**src/rtl/vm_pkg.sv**
```systemverilog
// Shared change-dispenser definitions.
// Purpose: controller state enumeration, hopper coin_sel encodings and the
//          coin denomination values used by the greedy selector.
// Ports:   none (package).
package vm_pkg;

   typedef enum logic [2:0] {
      IDLE    = 3'd0,
      PICK    = 3'd1,
      REQ     = 3'd2,
      RELEASE = 3'd3,
      DONE    = 3'd4,
      FAULT   = 3'd5
   } state_t;

   typedef enum logic [1:0] {
      COIN_1  = 2'b00,
      COIN_5  = 2'b01,
      COIN_10 = 2'b10,
      COIN_50 = 2'b11
   } coin_t;

   localparam logic [7:0] DENOM_1  = 8'd1;
   localparam logic [7:0] DENOM_5  = 8'd5;
   localparam logic [7:0] DENOM_10 = 8'd10;
   localparam logic [7:0] DENOM_50 = 8'd50;

endpackage

```
**src/rtl/change_dispenser_if.sv**
```systemverilog
// Change dispenser bus: sell-stage request, hopper handshake and status.
// Ports (signals):
//   start, charge_in      - payout request from the sell stage
//   coin_req/coin_sel,
//   coin_ack              - 4-phase handshake with the coin hopper
//   busy, done, fault,
//   remaining, coin_count - payout status
// Modports: master = sell stage + hopper side, slave = dispenser.
interface change_dispenser_if;
   logic       start;
   logic [7:0] charge_in;
   logic       coin_ack;
   logic       coin_req;
   logic [1:0] coin_sel;
   logic       busy;
   logic       done;
   logic       fault;
   logic [7:0] remaining;
   logic [7:0] coin_count;

   modport master (
      output start, charge_in, coin_ack,
      input  coin_req, coin_sel, busy, done, fault, remaining, coin_count
   );

   modport slave (
      input  start, charge_in, coin_ack,
      output coin_req, coin_sel, busy, done, fault, remaining, coin_count
   );
endinterface

```
**src/rtl/coin_pick.sv**
```systemverilog
// Greedy coin selector (combinational).
// Purpose: choose the largest denomination not exceeding the amount owed.
// Ports:
//   remaining [7:0] in  - change still owed
//   sel       [1:0] out - coin_sel encoding of the chosen coin
//   value     [7:0] out - face value of the chosen coin
// With remaining=0 the outputs fall back to the 1-unit coin; the caller
// never ejects a coin in that case.
module coin_pick
   import vm_pkg::*;
(
   input  logic [7:0] remaining,
   output logic [1:0] sel,
   output logic [7:0] value
);

   always_comb begin
      sel   = COIN_1;
      value = DENOM_1;
      if (remaining >= DENOM_50) begin
         sel   = COIN_50;
         value = DENOM_50;
      end else if (remaining >= DENOM_10) begin
         sel   = COIN_10;
         value = DENOM_10;
      end else if (remaining >= DENOM_5) begin
         sel   = COIN_5;
         value = DENOM_5;
      end
   end

endmodule

```
**src/rtl/change_dispenser.sv**
```systemverilog
// Change dispenser controller.
// Purpose: pays out charge_in as a greedy sequence of coins, one 4-phase
//          hopper handshake per coin, with a per-phase timeout that parks
//          the controller in FAULT until the next start.
// Ports:
//   clk - clock, rising edge
//   rst - asynchronous active-high reset
//   bus - change_dispenser_if.slave (start/charge_in in, hopper handshake,
//         busy/done/fault/remaining/coin_count status out)
// Parameter TIMEOUT: cycles allowed per handshake phase before FAULT.
module change_dispenser
   import vm_pkg::*;
#(
   parameter int unsigned TIMEOUT = 255
) (
   input  logic               clk,
   input  logic               rst,
   change_dispenser_if.slave  bus
);

   localparam logic [7:0] TIMEOUT_L = 8'(TIMEOUT);

   state_t     state_reg, state_next;
   logic [7:0] remaining_reg, remaining_next;
   logic [7:0] count_reg, count_next;
   logic [7:0] timer_reg, timer_next;
   logic [1:0] sel_reg, sel_next;
   logic       req_reg, done_reg, fault_reg, busy_reg;
   logic [1:0] pick_sel;
   logic [7:0] pick_value;
   logic [7:0] timer_inc;

   coin_pick u_pick (
      .remaining (remaining_reg),
      .sel       (pick_sel),
      .value     (pick_value)
   );

   assign timer_inc = timer_reg + 8'd1;

   always_comb begin
      state_next     = state_reg;
      remaining_next = remaining_reg;
      count_next     = count_reg;
      timer_next     = timer_reg;
      sel_next       = sel_reg;
      case (state_reg)
         IDLE, FAULT: begin
            if (bus.start) begin
               remaining_next = bus.charge_in;
               count_next     = 8'd0;
               timer_next     = 8'd0;
               state_next     = PICK;
            end
         end
         PICK: begin
            if (remaining_reg == 8'd0) begin
               state_next = DONE;
            end else begin
               sel_next   = pick_sel;
               timer_next = 8'd0;
               state_next = REQ;
            end
         end
         REQ: begin
            if (bus.coin_ack) begin
               // remaining_reg has not moved since PICK, so pick_value is
               // still the value of the coin held in sel_reg.
               remaining_next = remaining_reg - pick_value;
               count_next     = count_reg + 8'd1;
               timer_next     = 8'd0;
               state_next     = RELEASE;
            end else begin
               timer_next = timer_inc;
               if (timer_inc == TIMEOUT_L) begin
                  state_next = FAULT;
               end
            end
         end
         RELEASE: begin
            if (!bus.coin_ack) begin
               state_next = PICK;
            end else begin
               timer_next = timer_inc;
               if (timer_inc == TIMEOUT_L) begin
                  state_next = FAULT;
               end
            end
         end
         DONE: begin
            state_next = IDLE;
         end
         default: begin
            state_next = IDLE;
         end
      endcase
   end

   // Outputs are registered from the next state so that coin_req, busy and
   // fault are plain flops; done is delayed one cycle from the DONE state.
   always_ff @(posedge clk or posedge rst) begin
      if (rst) begin
         state_reg     <= IDLE;
         remaining_reg <= 8'd0;
         count_reg     <= 8'd0;
         timer_reg     <= 8'd0;
         sel_reg       <= COIN_1;
         req_reg       <= 1'b0;
         done_reg      <= 1'b0;
         fault_reg     <= 1'b0;
         busy_reg      <= 1'b0;
      end else begin
         state_reg     <= state_next;
         remaining_reg <= remaining_next;
         count_reg     <= count_next;
         timer_reg     <= timer_next;
         sel_reg       <= sel_next;
         req_reg       <= (state_next == REQ);
         done_reg      <= (state_reg == DONE);
         fault_reg     <= (state_next == FAULT);
         busy_reg      <= (state_next == PICK) || (state_next == REQ) ||
                          (state_next == RELEASE);
      end
   end

   assign bus.coin_req   = req_reg;
   assign bus.coin_sel   = sel_reg;
   assign bus.busy       = busy_reg;
   assign bus.done       = done_reg;
   assign bus.fault      = fault_reg;
   assign bus.remaining  = remaining_reg;
   assign bus.coin_count = count_reg;

endmodule
```
**src/flat_wrapper.sv**
```systemverilog
// flat-port wrapper written by rule: the top's interface ports become plain ports
module change_dispenser_flat import vm_pkg::*;
#(
   parameter int unsigned TIMEOUT = 255
)
  (clk, rst, bus_start, bus_charge_in, bus_coin_ack, bus_coin_req, bus_coin_sel, bus_busy, bus_done, bus_fault, bus_remaining, bus_coin_count);
  change_dispenser_if bus_i ();
  input  logic clk;
  input  logic rst;
  input wire logic [$bits(bus_i.start)-1:0] bus_start;
  input wire logic [$bits(bus_i.charge_in)-1:0] bus_charge_in;
  input wire logic [$bits(bus_i.coin_ack)-1:0] bus_coin_ack;
  output wire logic [$bits(bus_i.coin_req)-1:0] bus_coin_req;
  output wire logic [$bits(bus_i.coin_sel)-1:0] bus_coin_sel;
  output wire logic [$bits(bus_i.busy)-1:0] bus_busy;
  output wire logic [$bits(bus_i.done)-1:0] bus_done;
  output wire logic [$bits(bus_i.fault)-1:0] bus_fault;
  output wire logic [$bits(bus_i.remaining)-1:0] bus_remaining;
  output wire logic [$bits(bus_i.coin_count)-1:0] bus_coin_count;
  assign bus_i.start = bus_start;
  assign bus_i.charge_in = bus_charge_in;
  assign bus_i.coin_ack = bus_coin_ack;
  assign bus_coin_req = bus_i.coin_req;
  assign bus_coin_sel = bus_i.coin_sel;
  assign bus_busy = bus_i.busy;
  assign bus_done = bus_i.done;
  assign bus_fault = bus_i.fault;
  assign bus_remaining = bus_i.remaining;
  assign bus_coin_count = bus_i.coin_count;
  change_dispenser #(.TIMEOUT(TIMEOUT)) u_core (.clk(clk), .rst(rst), .bus(bus_i));
endmodule
```
**config.mk**
```make
export PLATFORM = sky130hd
export DESIGN_NAME = change_dispenser_flat
export DESIGN_NICKNAME = d
export VERILOG_FILES = /design/src/rtl/vm_pkg.sv /design/src/rtl/change_dispenser_if.sv /design/src/rtl/coin_pick.sv /design/src/rtl/change_dispenser.sv /design/src/flat_wrapper.sv
export SDC_FILE = /design/constraint.sdc
export NUM_CORES = 1
export LEC_CHECK = 0
export ABC_AREA = 1
export CORE_MARGIN = 2
export CORE_UTILIZATION = 38
export DETAILED_ROUTE_END_ITERATION = 10
export RECOVER_POWER = 25
export SYNTH_ARGS = -nofsm -noshare
export SYNTH_HDL_FRONTEND = slang
export SYNTH_SLANG_ARGS = --single-unit
```
**constraint.sdc**
```tcl
create_clock -name clk -period 2.5 [get_ports clk]
set_input_delay 0.5 -clock clk [delete_from_list [all_inputs] [get_ports clk]]
set_output_delay 0.5 -clock clk [all_outputs]
set_load 0.02 [all_outputs]
```
## Word level (Yosys, flattened, before mapping)

Cells that the tools add are included.
W data, S select, Z words.

- Add/sub/neg operators: 3
- Magnitude comparators: 3
- Eq/ne operators: 14
- Mux-type cells: 22
- Bitwise logic cells: 1
- Reductions and logical operators: 10

Operators by type and width:

| operator | number |
|---|---|
| $mux W8 | 7 |
| $pmux W8 S2 | 2 |
| $pmux W8 S4 | 1 |
| $mux W3 | 6 |
| $add A8 B1 Y8 const B | 2 |
| $eq A3 B2 Y1 const B | 4 |
| $pmux W3 S4 | 1 |
| $eq A3 B3 Y1 const B | 3 |
| $eq A8 B8 Y1 const B | 1 |
| $ge A8 B3 Y1 const B | 1 |
| $ge A8 B4 Y1 const B | 1 |
| $ge A8 B6 Y1 const B | 1 |
| $logic_not A8 Y1 | 1 |
| $ne A2 B2 Y1 const B | 4 |
| $sub A8 B6 Y8 | 1 |
| $eq A3 B1 Y1 const B | 2 |
| $mux W6 | 1 |
| $mux W2 | 2 |
| $mux W4 | 1 |
| $reduce_and A4 Y1 | 1 |
| $reduce_bool A4 Y1 | 1 |
| $logic_not A3 Y1 | 1 |
| $reduce_and A3 Y1 | 1 |
| $logic_or A1 B1 Y1 | 2 |
| other kinds (5) | 5 |

- Bits in registers: 33
- Logic and storage cells: 62

## Depth between registers and ports, before layout

Gate-level depths: netlist of run 1.

- Depth after elaboration: 8
- Mapped depth: 14
- Gate-level depth less buffers: 14

## By module

From an unflattened synthesis of run 1, not the netlist that was laid out.

- Cells, all modules: 319
- Area total of the unflattened synthesis: 2,367.3 µm²

Modules (own cells, without submodules):

| module | instances | cells each | area an instance (µm²) | sequential area each (µm²) |
|---|---|---|---|---|
| change_dispenser | 1 | 293 | 2,232.1 | 825.8 |
| coin_pick | 1 | 26 | 135.1 | 0.0 |

## Least setup slack after synthesis of run 1

OpenSTA, ideal clock, no wires.

- Kind: reg-to-reg
- From: reg u_core.remaining_reg[7], in the netlist u_core.bus.remaining[7]
- To: reg u_core.remaining_reg[5], in the netlist u_core.bus.remaining[5]
- Setup time: 0.122 ns
- Data arrival time: 2.129 ns
- Data required time: 2.378 ns
- Path slack: 0.249 ns
- Cell stages (with the launch flop): 11
- Path buffers: 0
- Path through: dfrtp_1 nor2_1 nand2_1 nor2_1 o211ai_1 ha_1 a21oi_1 o211ai_1 or2_2 nand2_1 a21oi_1

- Word-level cells in the longest chain between the ends: 7

RTL lines:

| element | RTL line | RTL |
|---|---|---|
| from (decl) | change_dispenser.sv:24 | `logic [7:0] remaining_reg, remaining_next;` |
| from (signal assigned) | change_dispenser.sv:114 | `remaining_reg <= remaining_next;` |
| $ge A8 B3 Y1 | coin_pick.sv:26 | `end else if (remaining >= DENOM_5) begin` |
| $mux W3 | coin_pick.sv:26 |  |
| $mux W4 | coin_pick.sv:23 | `end else if (remaining >= DENOM_10) begin` |
| $mux W6 (*) | coin_pick.sv:20 | `if (remaining >= DENOM_50) begin` |
| $sub A8 B6 Y8 (*) | change_dispenser.sv:69 | `remaining_next = remaining_reg - pick_value;` |
| $mux W8 (*) | change_dispenser.sv:66 | `if (bus.coin_ack) begin` |
| $pmux W8 S2 (*) | change_dispenser.sv:47 | `case (state_reg)` |

Every way passes the cells marked *; elsewhere a longest branch is shown, timed or not. The select of a mux whose other input is x is not followed.
A chain may end at the register's enable or synchronous reset.

## Worst setup path in the final report of run 1

- From: reg u_core.remaining_reg[7], in the netlist u_core.bus.remaining[7]
- To: reg u_core.remaining_reg[7], in the netlist u_core.bus.remaining[7]

- Word-level cells in the longest chain between the ends: 7

RTL lines:

| element | RTL line |
|---|---|
| $ge A8 B3 Y1 | coin_pick.sv:26 |
| $mux W3 | coin_pick.sv:26 |
| $mux W4 | coin_pick.sv:23 |
| $mux W6 | coin_pick.sv:20 |
| $sub A8 B6 Y8 (*) | change_dispenser.sv:69 |
| $mux W8 (*) | change_dispenser.sv:66 |
| $pmux W8 S2 (*) | change_dispenser.sv:47 |

Marked as above.

==> flow_metrics.py, run 1 <==
metrics = {
    "status": {
        "status": "finished, final reports clean",
    },
    "clocking": {
        "clkTransAtPathRegs_ns": 0.07,
        "cts_tree": "yes",
        "cts_buffers": 5,
        "ctsHoldBuffers": 0,
        "htreeDepth": 2,
        "cts_sinks": 33,
        "clockRootBuffer": "clkbuf_8",
        "clock_latency_ns": 0.28,
        "clock_path_buffers": 2,
    },
    "yosys": {
        "yosysTopAreaCellShare_pct": 40.2,
        "synth_area_leader_cell": "dfrtp_1",
        "yosys-top-cells-count": "64 x nand2_1, 33 x dfrtp_1, 32 x inv_1",
        "ys_seq_area_share_pct": 40.2,
        "syn_avg_cell_area_um2": 7.53,
        "ys_types": 30,
        "syn_inst": 273,
        "synth_edf_count": 0,
        "synth.most_common_cell": "nand2_1",
        "synth.area.top_cells": "dfrtp_1 40%, nand2_1 12%, inv_1 5.8%",
        "syn_area_um2": 2060,
        "synth_fp_nets": 295,
        "synthFlopType": "dfrtp_1",
        "async_flop_share_pct": 100,
        "yosys_warnings": 0,
        "yosys_register_bits": 33,
    },
    "timing": {
        "clock_skew_ns": 0.00625,
        "slew_viol_final": 0,
        "fin_ws_ns": 0.245,
        "fin_crit_sh_pct": 90.2,
        "worst_pin_slew_ns": 0.850,
        "setup_viol": 0,
        "hold_viol_final": 0,
        "finalSetupTns_ns": 0,
        "slew_headroom_pct": 43.3,
        "fin_crit_ns": 2.26,
        "grt_setup_unrepaired": "false",
        "timing.fmax_mhz": 443,
    },
    "placed_design": {
        "place_ws_ns": 0.121,
        "dpl.hpwl_um": 3500,
        "placed_area_um2": 2480,
        "port_buffers": 33,
        "gp_congestion": 0.841,
    },
    "final_layout": {
        "multi_input_area_um2": 1080,
        "postLayoutCellArea_um2": 2590,
        "fill_cells": 525,
        "fin_nets": 338,
        "diodes": 0,
        "area_delta_synth_final_pct": 25.9,
        "drive_gt1_share_pct": 9.15,
        "seqCellArea_um2": 826,
    },
    "grt": {
        "antenna_found_initial": 0,
        "grt_pass1_vias": 1805,
        "track_usage_pct": 17.2,
        "grt_first_pass_wirelength_um": 8330,
        "grt_max_degree": 34,
        "globalRouteMet1Util_pct": 23.1,
        "use_met2_pct": 28.1,
        "globalRoute.totalOverflow": 0,
        "grt_use_met3_pct": 3.95,
        "grt_busiest_layer": "met2",
    },
    "detailed_routing": {
        "drt-total-wl_um": 4760,
        "ant_nets": 0,
        "drc": 0,
        "wl_per_cell_um": 12.3,
        "num_vias": 1912,
        "drt-pass1-iter-count": 4,
        "via_per_inst": 4.94,
        "drtIter0Drc": 151,
    },
    "floorplan": {
        "io_pins": 34,
        "fp.coreArea_um2": 5170,
        "die_area_um2": 6010,
        "num_rows": 26,
        "fp.dieW_um": 77.6,
        "die_h_um": 77.6,
        "start_util_pct": 39.7,
    },
    "pwr": {
        "p_per_area_nw_per_um2": 1230,
        "power_mw": 3.18,
        "leakage_nw": 1.18,
        "peakVddDrop_v": 0.000712,
    },
    "min_path": {
        "hp-class": "flip-flop to flip-flop",
    },
    "critical_path": {
        "critPathArrivalTime_ns": 2.42,
        "critPathMaxStageDelay_ns": 0.42,
        "crit_type": "flip-flop to flip-flop",
        "cpMostUsedCell": "nand2_1",
        "cp.required_ns": 2.67,
        "cp-end-kind": "flip-flop",
        "crit_slowest_cell": "dfrtp_1",
        "crit_fanout": 6,
        "worst_setup_path_start_kind": "flip-flop",
        "worst-path-buf-inv": 0,
        "crit_family": "simple AND/OR/NAND/NOR gates",
        "crit_chain": "nor2_1 -> nand2_1 -> nor2_2 -> o211ai_1 -> ha_2 -> a21oi_1 -> nand2_1 -> nand4_1 -> nand3_1 -> nand2_1 -> nor2_1 -> o21ai_0",
    },
    "flow_run": {
        "max_cap_violations": 0,
    },
}
what timing repair did:
| action | CTS | global route |
|---|---|---|
| buffers inserted | 0 | 3 |
| endpoints found under the setup margin | 0 | 5 |
| endpoints found under the hold margin | 0 | 0 |
| resized for setup | 0 | 2 |
placed cells by master, fill, tap and decap left out, types with 4 or more instances in the layout:
| cell type | count |
|---|---|
| a21oi_1 | 19 |
| dfrtp_1 | 33 |
| o211ai_1 | 4 |
| nand2_1 | 64 |
| nor2_1 | 29 |
| xnor2_1 | 4 |
| nand4_1 | 8 |
| inv_2 | 4 |
| xor2_1 | 4 |
| buf_4 | 6 |
| nor3_1 | 4 |
| inv_1 | 32 |
| o31ai_1 | 5 |
| nand3_1 | 11 |
| o21ai_1 | 4 |
| o22ai_1 | 6 |
| ha_1 | 8 |
| o21ai_0 | 15 |
| clkbuf_8 | 5 |
| clkdlybuf4s50_1 | 32 |
worst paths after layout:
kind | start | endpoint | slack, ns | depth (start not counted)
worst max-delay path | u_core.bus.remaining[7] | u_core.bus.remaining[7] | 0.24 | 12
worst min-delay path | u_core.bus.coin_count[7] | u_core.bus.coin_count[7] | 0.53 | 2
worst max register to register | u_core.bus.remaining[7] | u_core.bus.remaining[7] | 0.24 | 12
worst min register to register | u_core.bus.coin_count[7] | u_core.bus.coin_count[7] | 0.53 | 2
max in group asynchronous | rst | u_core.timer_reg[7] | 1.05 | 3
min in group asynchronous | rst | u_core.bus.coin_sel[1] | 0.92 | 3
cells by family after synthesis:
family	share of synthesized area, %
compound gates	15.9
simple gates	26.3
fa+ha+maj	6.45
buf+inv	7.73
xor+xnor	3.41
flops	40.2
per-layer routing:
layer,routed length [um],up-vias
li1,-,987
met1,2340,890
met2,2230,33
met3,157,2
met4,29,0
met5,0,-
metrics by stage:
stage | std cells | hold WS [ns] | util [%]
final | 387 | 0.534 | 50.0
after global routing | 387 | 0.572 | 50.0
after CTS | 384 | 0.538 | 49.5
after detailed placement | 376 | 0.523 | 47.9
after global placement | 376 | 0.512 | 47.9
after floorplan | 273 | 0.509 | -
worst register-to-register path: cells and delay by family (launching register included):
kind	cells	cell delay (ns)
AOI/OAI and AO/OA	3	0.32
adders and majority gates	1	0.41
DFF	1	0.42
and+or+nand+nor	8	0.99
where the power goes:
group / internal, mW / switching (mW)
combinational: 0.771 / 1.17
sequential: 0.692 / 0.160
clock: 0.193 / 0.195
final cells by class:
type,instances,share of cell area [%]
Clock buffer,6,2.80
Tap cell,70,3.38
Multi-Input combinational cell,200,41.6
Clock inverter,2,0.387
Timing Repair Buffer,40,14.7
Sequential cell,33,31.9
Inverter,36,5.22
(Power assumes the default switching activity.)
==> run 2: changes to the inputs <==
- CORE_UTILIZATION: 38 -> 45
- PLACE_DENSITY: default -> 0.69
- TNS_END_PERCENT: default -> 50
==> run 2 against run 1 <==
Cell area fell by 0.39%. Clock skew rose by 0.0011 ns. Critical path type unchanged. Sequential power rose by 0.7%. Clock power rose by 36%. Sequential share of layout area rose by 0.12 points. Die area fell by 15%. Register-to-register slack got worse by 0.02 ns. Utilization rose by 8.8 points. Power rose by 3.2%. Maximum frequency fell by 1.0%.
==> flow_metrics.py, run 2 (synthesis results as in run 1) <==
metrics = {
    "status": {
        "status": "finished, final reports clean",
    },
    "critical_path": {
        "crit_fanout": 6,
        "crit_slowest_cell": "ha_1",
        "worst_setup_path_start_kind": "flip-flop",
        "critPathArrivalTime_ns": 2.49,
        "cp.required_ns": 2.71,
        "crit_family": "simple AND/OR/NAND/NOR gates",
        "reg2reg_slack_ns": 0.22,
        "crit_type": "flip-flop to flip-flop",
        "reg2reg_depth": 11,
        "critPathMaxStageDelay_ns": 0.43,
        "setup.worst_path.start": "u_core.bus.remaining[7]",
        "critical_path_depth": 11,
        "cp-end-kind": "flip-flop",
        "rr_startpoint": "u_core.bus.remaining[7]",
        "r2r-end": "u_core.bus.remaining[7]",
        "crit_chain": "nor2_1 -> nand2_1 -> nor2_2 -> o211ai_1 -> ha_1 -> nand3_1 -> nand2_1 -> nand4_1 -> a21oi_1 -> nor2_1 -> o21ai_0",
        "worst-path-buf-inv": 0,
    },
    "floorplan": {
        "io_pins": 34,
        "fp.coreArea_um2": 4380,
        "fp.dieW_um": 71.6,
        "num_rows": 24,
        "start_util_pct": 46.9,
        "die_area_um2": 5130,
        "die_h_um": 71.6,
    },
    "timing": {
        "fin_crit_ns": 2.28,
        "slew_headroom_pct": 44.9,
        "setup_viol": 0,
        "clock_skew_ns": 0.00740,
        "slew_viol_final": 0,
        "worst_pin_slew_ns": 0.827,
        "finalSetupTns_ns": 0,
        "fin_crit_sh_pct": 91.2,
        "timing.fmax_mhz": 439,
        "hold_viol_final": 0,
        "grt_setup_unrepaired": "false",
    },
    "final_layout": {
        "fin_nets": 335,
        "drive_gt1_share_pct": 8.28,
        "area_delta_synth_final_pct": 25.4,
        "final_common_cell": "nand2_1",
        "diodes": 0,
        "final_cell_mix": "64 x nand2_1, 33 x dfrtp_1, 32 x inv_1, 32 x clkdlybuf4s50_1, 29 x nor2_1",
    },
    "grt": {
        "antenna_found_initial": 0,
        "grt_max_degree": 34,
        "globalRoute.totalOverflow": 0,
        "track_usage_pct": 19.3,
        "grt_pass1_vias": 1727,
        "grt_first_pass_wirelength_um": 7870,
    },
    "detailed_routing": {
        "drtIter0Drc": 126,
        "drt-pass1-iter-count": 4,
        "via_per_inst": 5.18,
        "drt-total-wl_um": 4540,
        "wl_per_cell_um": 12.4,
        "num_vias": 1897,
        "ant_nets": 0,
        "drc": 0,
    },
    "placed_design": {
        "port_buffers": 33,
        "gp_congestion": 0.892,
        "dpl.hpwl_um": 3310,
    },
    "clocking": {
        "ctsHoldBuffers": 0,
        "clockRootBuffer": "clkbuf_8",
        "cts_tree": "yes",
        "cts_sinks": 33,
        "htreeDepth": 2,
        "clkTransAtPathRegs_ns": 0.07,
        "cts_buffers": 5,
        "clock_path_buffers": 2,
        "clock_latency_ns": 0.29,
    },
    "pwr": {
        "peakVddDrop_v": 0.000704,
        "power_mw": 3.28,
        "p_per_area_nw_per_um2": 1270,
        "leakage_nw": 1.18,
    },
    "min_path": {
        "whs_path_depth": 2,
        "hold_end": "u_core.bus.coin_count[7]",
        "hp-class": "flip-flop to flip-flop",
        "worstHoldStart": "u_core.bus.coin_count[7]",
    },
    "flow_run": {
        "max_cap_violations": 0,
    },
}
## run 2: worst max-delay path by stage
stage                                    endpoint
after floorplan           u_core.bus.remaining[5]
after global placement    u_core.bus.remaining[5]
after detailed placement  u_core.bus.remaining[5]
after CTS                 u_core.bus.remaining[7]
after global routing      u_core.bus.remaining[7]
final                     u_core.bus.remaining[7]
## run 2: tightest hold or removal path: stages, from the launching register on
cell,delay (ns)
dfrtp_1,0.38
nand2_1,0.06
o31ai_1,0.05
## run 2: metrics by stage
| step | instance area, um2 | hold slack [ns] | setup WS, ns | cells | util [%] |
|---|---|---|---|---|---|
| CTS | 2570 | 0.533 | 0.165 | 366 | 58.7 |
| global placement | 2460 | 0.506 | 0.196 | 358 | 56.1 |
| global route | 2580 | 0.547 | 0.0463 | 366 | 58.8 |
| finish | 2580 | 0.527 | 0.221 | 366 | 58.8 |
| floorplan | 2060 | 0.509 | 0.249 | 273 | - |
| detailed placement | 2460 | 0.515 | 0.180 | 358 | 56.1 |
## run 2: cell type report
type / instances / area [um2]
Fill cell: 420 / 1810
Sequential cell: 33 / 826
Multi-Input combinational cell: 200 / 1080
Clock inverter: 1 / 30.0
Tap cell: 52 / 65.1
Timing Repair Buffer: 37 / 358
Inverter: 36 / 135
Clock buffer: 7 / 86.3
## run 2: power breakdown
| part | internal, mW | switching [mW] |
|---|---|---|
| Clock | 0.325 | 0.203 |
| Combinational | 0.740 | 1.15 |
| Sequential | 0.692 | 0.167 |
## run 2: layer usage
metal  GRT usage, %  vias up  part of all wire (%)
met1           26.8      856                    49
li1               -      986                     -
met3           3.80        6                   3.6
met4           7.55        0                   1.3
met2           29.7       49                    46
met5              0        -                     0
## run 2: what timing repair did
item,CTS,global route
gates resized for setup,0,2
setup buffers,0,0
setup endpoints to repair,0,2
hold endpoints to repair,0,0
==> run 3: changes to the inputs <==
- CAP_MARGIN: default -> 40
==> results of run 3 <==
The final DEF is identical to that of run 2; final timing and power are the same.
